### config.mk
export PLATFORM = sky130hd
export DESIGN_NAME = phys_reg_free_list
export DESIGN_NICKNAME = d
export VERILOG_FILES = /design/src/rtl/core_types_pkg.sv /design/src/rtl/free_list_enq_compactor.sv /design/src/rtl/phys_reg_free_list.sv
export SDC_FILE = /design/constraint.sdc
export NUM_CORES = 1
export LEC_CHECK = 0
export BUFFER_PORTS_ARGS = -buffer_cell sky130_fd_sc_hd__buf_2
export CAP_MARGIN = 10
export CORE_UTILIZATION = 60
export DETAILED_ROUTE_END_ITERATION = 8
export GPL_TIMING_DRIVEN = 0
export PLACE_DENSITY = 0.77
export SLEW_MARGIN = 15
export SYNTH_ARGS = -nofsm -noshare
export SYNTH_HDL_FRONTEND = slang
export SYNTH_SLANG_ARGS = --single-unit
### constraint.sdc
create_clock -name CLK -period 7.8 [get_ports CLK]
set_input_delay 0.39 -clock CLK [delete_from_list [all_inputs] [get_ports CLK]]
set_output_delay 0.39 -clock CLK [all_outputs]
set_load 0.01 [all_outputs]
### src/rtl/core_types_pkg.sv
// Shared core-wide types and constants used by the rename-stage free list.
package core_types_pkg;

    localparam int unsigned CORE_PHYS_REGS    = 64;
    localparam int unsigned CORE_ARCH_REGS    = 32;
    localparam int unsigned CORE_ENQ_WIDTH    = 2;
    localparam int unsigned CORE_CKPT_COLUMNS = 4;

    localparam int unsigned PHYS_REG_WIDTH         = $clog2(CORE_PHYS_REGS);
    localparam int unsigned LOG_CHECKPOINT_COLUMNS = $clog2(CORE_CKPT_COLUMNS);
    localparam int unsigned FREE_DEPTH             = CORE_PHYS_REGS - CORE_ARCH_REGS;
    localparam int unsigned LOG_FREE_DEPTH         = $clog2(FREE_DEPTH);

    typedef logic [PHYS_REG_WIDTH-1:0]         phys_reg_tag_t;
    typedef logic [LOG_CHECKPOINT_COLUMNS-1:0] checkpoint_column_t;
    typedef logic [LOG_FREE_DEPTH:0]           free_list_ptr_t;

endpackage

### src/rtl/free_list_enq_compactor.sv
// Prefix popcount over the commit-side free ports: each valid port's slot offset from tail.
module free_list_enq_compactor #(
    parameter int unsigned ENQ_WIDTH = 2,
    parameter int unsigned CNT_W     = $clog2(ENQ_WIDTH + 1)
) (
    input  logic [ENQ_WIDTH-1:0]       i_enq_valid,
    output logic [ENQ_WIDTH*CNT_W-1:0] o_offset,
    output logic [CNT_W-1:0]           o_count
);

    logic [CNT_W-1:0] w_acc;

    always_comb begin
        w_acc    = '0;
        o_offset = '0;
        for (int i = 0; i < int'(ENQ_WIDTH); i++) begin
            o_offset[i*CNT_W +: CNT_W] = w_acc;
            w_acc = w_acc + CNT_W'(i_enq_valid[i]);
        end
        o_count = w_acc;
    end

endmodule

### src/rtl/phys_reg_free_list.sv
// Circular FIFO of free physical register tags with per-branch head checkpoints.
module phys_reg_free_list
    import core_types_pkg::*;
#(
    parameter  int unsigned NUM_PHYS_REGS      = CORE_PHYS_REGS,
    parameter  int unsigned NUM_ARCH_REGS      = CORE_ARCH_REGS,
    parameter  int unsigned ENQ_WIDTH          = CORE_ENQ_WIDTH,
    parameter  int unsigned CHECKPOINT_COLUMNS = CORE_CKPT_COLUMNS,
    localparam int unsigned TAG_W = $clog2(NUM_PHYS_REGS),
    localparam int unsigned DEPTH = NUM_PHYS_REGS - NUM_ARCH_REGS,
    localparam int unsigned IDX_W = $clog2(DEPTH),
    localparam int unsigned PTR_W = IDX_W + 1,
    localparam int unsigned COL_W = (CHECKPOINT_COLUMNS > 1) ? $clog2(CHECKPOINT_COLUMNS) : 1,
    localparam int unsigned CNT_W = $clog2(ENQ_WIDTH + 1)
) (
    input  logic                       CLK,
    input  logic                       nRST,
    input  logic                       deq_valid,
    output logic                       deq_ready,
    output logic [TAG_W-1:0]           deq_tag,
    input  logic [ENQ_WIDTH-1:0]       enq_valid,
    input  logic [ENQ_WIDTH*TAG_W-1:0] enq_tag,
    input  logic                       save_valid,
    input  logic [COL_W-1:0]           save_column,
    input  logic                       restore_valid,
    input  logic [COL_W-1:0]           restore_column,
    output logic [PTR_W-1:0]           free_count,
    output logic                       empty,
    output logic                       overflow_err
);

    logic [PTR_W-1:0] r_head;
    logic [PTR_W-1:0] r_tail;
    logic [TAG_W-1:0] r_entry [DEPTH];
    logic [PTR_W-1:0] r_ckpt  [CHECKPOINT_COLUMNS];
    logic             r_overflow;

    logic [ENQ_WIDTH*CNT_W-1:0] w_offset;
    logic [CNT_W-1:0]           w_enq_cnt;
    logic                       w_pop;
    logic [PTR_W-1:0]           w_head_deq;
    logic [PTR_W-1:0]           w_head_next;
    logic [PTR_W-1:0]           w_occ;
    logic [PTR_W-1:0]           w_space;
    logic [PTR_W-1:0]           w_tail_next;
    logic                       w_overflow;
    logic [ENQ_WIDTH-1:0]       w_wr_en;
    logic [IDX_W-1:0]           w_wr_idx [ENQ_WIDTH];

    free_list_enq_compactor #(
        .ENQ_WIDTH (ENQ_WIDTH),
        .CNT_W     (CNT_W)
    ) u_compactor (
        .i_enq_valid (enq_valid),
        .o_offset    (w_offset),
        .o_count     (w_enq_cnt)
    );

    assign free_count   = r_tail - r_head;
    assign empty        = (free_count == '0);
    assign deq_ready    = !empty && !restore_valid;
    assign deq_tag      = r_entry[r_head[IDX_W-1:0]];
    assign overflow_err = r_overflow;

    // Free space is judged against the post-pop/post-restore head so a pop frees a slot this cycle.
    always_comb begin
        w_wr_en     = '0;
        w_pop       = deq_valid && deq_ready;
        w_head_deq  = r_head + PTR_W'(w_pop);
        w_head_next = restore_valid ? r_ckpt[restore_column] : w_head_deq;
        w_occ       = r_tail - w_head_next;
        w_space     = (w_occ >= PTR_W'(DEPTH)) ? '0 : PTR_W'(DEPTH) - w_occ;
        w_overflow  = PTR_W'(w_enq_cnt) > w_space;
        w_tail_next = r_tail + (w_overflow ? w_space : PTR_W'(w_enq_cnt));
        for (int i = 0; i < int'(ENQ_WIDTH); i++) begin
            w_wr_en[i]  = enq_valid[i] && (PTR_W'(w_offset[i*CNT_W +: CNT_W]) < w_space);
            w_wr_idx[i] = IDX_W'(r_tail + PTR_W'(w_offset[i*CNT_W +: CNT_W]));
        end
    end

    always_ff @(posedge CLK or negedge nRST) begin
        if (!nRST) begin
            r_head     <= '0;
            r_tail     <= PTR_W'(DEPTH);
            r_overflow <= 1'b0;
            for (int i = 0; i < int'(DEPTH); i++) begin
                r_entry[i] <= TAG_W'(NUM_ARCH_REGS + i);
            end
            for (int c = 0; c < int'(CHECKPOINT_COLUMNS); c++) begin
                r_ckpt[c] <= '0;
            end
        end else begin
            r_head <= w_head_next;
            r_tail <= w_tail_next;
            if (w_overflow) begin
                r_overflow <= 1'b1;
            end
            // A mispredict squashes any checkpoint taken in the same cycle.
            if (save_valid && !restore_valid) begin
                r_ckpt[save_column] <= w_head_deq;
            end
            for (int i = 0; i < int'(ENQ_WIDTH); i++) begin
                if (w_wr_en[i]) begin
                    r_entry[w_wr_idx[i]] <= enq_tag[i*TAG_W +: TAG_W];
                end
            end
        end
    end

endmodule

==> metrics.json <==
{
  "outcome": {
    "status": "completed"
  },
  "synth": {
    "syn_std_cell_area_mm2": 0.0145,
    "yosys_most_used_dff": "dfrtp_1",
    "synth_seq_area_share_pct": 40.6,
    "yosys.cell_types.count": 53,
    "synth.most_common_cell": "nand2_1",
    "synth_top_cell_by_area": "dfstp_2",
    "synth_warnings": 0,
    "synth-xor-area-share_pct": 1.53,
    "yosys.area_share.simple_pct": 14.9,
    "synth_top_family_by_area": "multiplexers",
    "ys_ff_latch": 229,
    "synthTopCellsByCount": "nand2_1 (275), o22ai_1 (192), mux2_2 (173), dfrtp_1 (116), dfstp_2 (113)",
    "synth_mux_area_share_pct": 26.4,
    "synth.area.top_cells": "dfstp_2 (21%), dfrtp_1 (20%), mux2_2 (13%)",
    "post_synth.cell_area_avg_um2": 10.6,
    "async_flop_share_pct": 100,
    "area_share_of_the_largest_cell_type_after_synthesis_pct": 20.5,
    "synth-edff-count": 0,
    "post_synth_fa_ha_maj_area_fraction_pct": 2.49,
    "synth_compound_gate_area_share_pct": 10.3,
    "netlist_instances": 1369
  },
  "power_and_ir_drop": {
    "p_total_mw": 7.86,
    "power_leakage_nw": 6.55,
    "power.density_mw_per_mm2": 487,
    "ir_worst_vdd_mv": 0.351
  },
  "critical_path": {
    "worst_path_fanout_max": 24,
    "timing.critical_path.slowest_cell_delay_ns": 0.62,
    "arrival_ns": 7.73,
    "critical-path-top-cell-by-count": "ha_1",
    "cell_at_the_slowest_stage_of_the_critical_path": "clkbuf_1",
    "crit_path_required_time_ns": 8.23,
    "critical_path.startpoint_type": "flop",
    "criticalPathCategory": "flop to flop",
    "critPathCaptureType": "flop",
    "reg2reg_from": "r_head[1]$_DFF_PN0_",
    "worst-r2r-cell-count": 29,
    "rrSetupSlack_ns": 0.51,
    "worstReg2RegEnd": "r_entry[174]$_DFF_PN0_"
  },
  "floorplanning": {
    "boundaryPins": 38,
    "floorplan.rows": 56,
    "die_w_um": 157,
    "design.core.area_mm2": 0.0235,
    "height_of_the_die_um": 157,
    "initial_standard_cell_utilization_of_the_core_pct": 61.4,
    "die_area_mm2": 0.0247
  },
  "grt": {
    "globalRouteMet2Util_pct": 61.3,
    "grt.total_usage_pct": 39.4,
    "globalRouteMet3Util_pct": 9.22,
    "grt_start_max_net_pins": 105,
    "gr-total-overflow": 0,
    "globalRouteMet1Util_pct": 50.8,
    "first_global_vias": 12100,
    "grt_antenna_before_repair": 1,
    "busiest_layer": "met2",
    "global_route_wire_length_before_repair_um": 71700
  },
  "clock_network": {
    "cts.sink_count": 229,
    "cts_inserted_buffers": 27,
    "htreeDepth": 1,
    "tritoncts_clock_tree": "yes",
    "clkTransAtPathRegs_ns": 0.06,
    "cts_buffer_depth": 3,
    "cts-root-buf": "clkbuf_16",
    "clk_latency_worst_skew_pair_ns": 0.56
  },
  "sta": {
    "max_clock_freq_mhz": 137,
    "period_share_pct": 93.5,
    "setup_viol_count_final": 0,
    "max_slew_margin_pct": 16.2,
    "timing.final.max_slew_violations": 0,
    "worst_clock_skew_ns": 0.0172,
    "unrepaired_setup_endpoints_after_global_routing": "false",
    "sum_neg_setup_slack_ns": 0,
    "hold_violations": 0,
    "tightestPinTransition_ns": 1.25,
    "smallest_setup_slack_after_layout_ns": 0.506,
    "min_period_ns": 7.29
  },
  "finish": {
    "fillers": 1774,
    "post_route_cells_drive_above_1_share_pct": 35.4,
    "multi_input_area_mm2": 0.00812,
    "final-seq-area_mm2": 0.00587,
    "area_delta_synth_final_pct": 11.5,
    "num_antenna_cells": 0,
    "design.final.nets": 1500,
    "final_cell_count_no_fill": 1790
  },
  "detailed_routing": {
    "detailedRoute.firstPassIterationCount": 6,
    "via_per_inst": 6.97,
    "via_count": 12500,
    "drt_iter0_markers": 1886,
    "routed_wire_length_per_instance_um": 26.8,
    "detail-route-antenna-nets": 0,
    "route.detailed.drc": 0,
    "routed_wl_um": 48000
  },
  "worst_hold_path": {
    "min-delay-path-class": "primary input to flop",
    "timing.hold.worst.start": "enq_tag[9]",
    "min_to": "r_entry[9]$_DFF_PN1_",
    "hold_critical_path_depth": 2
  },
  "place": {
    "detailedPlacementHpwl_um": 35400,
    "place_ws_ns": -0.930,
    "place_congestion": 1.02,
    "place.detailed.instances": 1728,
    "place.port_buffers": 35
  },
  "flow_run": {
    "maxCapViolCount": 0
  }
}
==> cell usage in the layout, fill, tap and decap left out, types with 3 or more instances in the layout <==
cell and instances:
nand2_1 275, o22ai_1 192, mux2_2 173, dfrtp_1 116
dfstp_2 113, mux4_2 66, clkbuf_1 60, buf_2 58
nor2_1 46, mux2_1 29, clkbuf_16 27, a21oi_1 24
ha_1 24, inv_1 20, nor4_1 19, buf_4 18
buf_1 18, xnor2_1 15, nand3_1 14, and3_1 14
nand4_1 14, nor4_2 14, nand3_2 12, o21ai_0 11
nor3_1 10, nand2b_1 8, nand3b_2 8, nor2b_1 6
clkinv_2 6, mux2i_1 5, xor2_1 4, a21o_1 4
buf_6 3, nor3b_1 3, fa_1 3, conb_1 3
clkbuf_8 3
==> cell type report <==
class | count | area share [%]
well taps | 319 | 2.48
clock inverters | 10 | 0.528
inverters | 23 | 0.559
plain buffers | 99 | 2.71
multi-input cells | 1017 | 50.4
clock buffers | 40 | 4.68
flip-flops and latches | 229 | 36.4
repair buffers | 53 | 2.25
==> worst max-delay path, delay by kind of cell (launching register included) <==
family / cells / cell delay, ns
AO/OA/AOI/OAI: 8 / 1.55
XOR/XNOR: 3 / 0.58
adder cells (fa/ha/maj): 5 / 1.38
buffers and inverters: 5 / 1.40
flip-flops: 1 / 0.41
multiplexers: 2 / 0.58
AND/OR/NAND/NOR: 6 / 1.27
==> registers in the layout (all words and copies together), names as in the netlist <==
signal and cells:
r_tail 6, overflow_err 1, r_ckpt 24, r_entry 192
r_head 6
==> worst max-delay path by stage <==
stage / from / end / slack [ns] / cells past startpoint
detailed placement: r_head[1]$_DFF_PN0_ / r_entry[53]$_DFF_PN1_ / -0.93 / 33
finish: r_head[1]$_DFF_PN0_ / r_entry[174]$_DFF_PN0_ / 0.51 / 29
global route: r_head[1]$_DFF_PN0_ / r_entry[67]$_DFF_PN0_ / 0.11 / 31
global placement: r_head[1]$_DFF_PN0_ / r_entry[50]$_DFF_PN1_ / -0.70 / 33
floorplan: r_head[1]$_DFF_PN0_ / r_tail[4]$_DFF_PN0_ / 0.43 / 34
CTS: r_head[1]$_DFF_PN0_ / r_tail[4]$_DFF_PN0_ / 0.09 / 33
==> report_power, final <==
| group | switching, mW | internal, mW |
|---|---|---|
| logic | 2.59 | 1.82 |
| registers | 0.338 | 1.89 |
| clock network | 0.519 | 0.702 |
| total | 3.45 | 4.41 |
==> cells by family (layout without fill, tap and decap cells) <==
| kind of cell | count (synthesis) | count (layout) |
|---|---|---|
| simple gates | 452 | 452 |
| mux | 274 | 274 |
| compound gates | 240 | 240 |
| flops | 229 | 229 |
| buf+inv | 125 | 225 |
| fa+ha+maj | 27 | 27 |
| xor+xnor | 21 | 21 |
| other cells | 1 | 3 |
==> per-layer routing <==
layer  routed length (um)  up-vias
met1                18100     6160
li1                     -     5264
met5                   13        -
met3                 5160      190
met4                 3130        2
met2                21500      862
==> metrics by stage <==
| stage | hold WS (ns) | instance area, um2 | util (%) |
|---|---|---|---|
| floorplan | 0.0944 | 14500 | - |
| global route | 0.178 | 16100 | 68.5 |
| global placement | 0.450 | 15000 | 63.9 |
| finish | 0.156 | 16100 | 68.5 |
| CTS | 0.156 | 16000 | 68.1 |
| detailed placement | 0.256 | 15100 | 64.3 |
==> what timing repair did <==
item / 4_1_cts / 5_1_grt
endpoints found under the hold margin: 25 / 0
resized for setup: 5 / 3
buffers inserted: 4 / 10
hold buffers: 1 / 0
setup endpoints to repair: 198 / 149
pin swaps: 2 / 4
(Power assumes the default switching activity.)
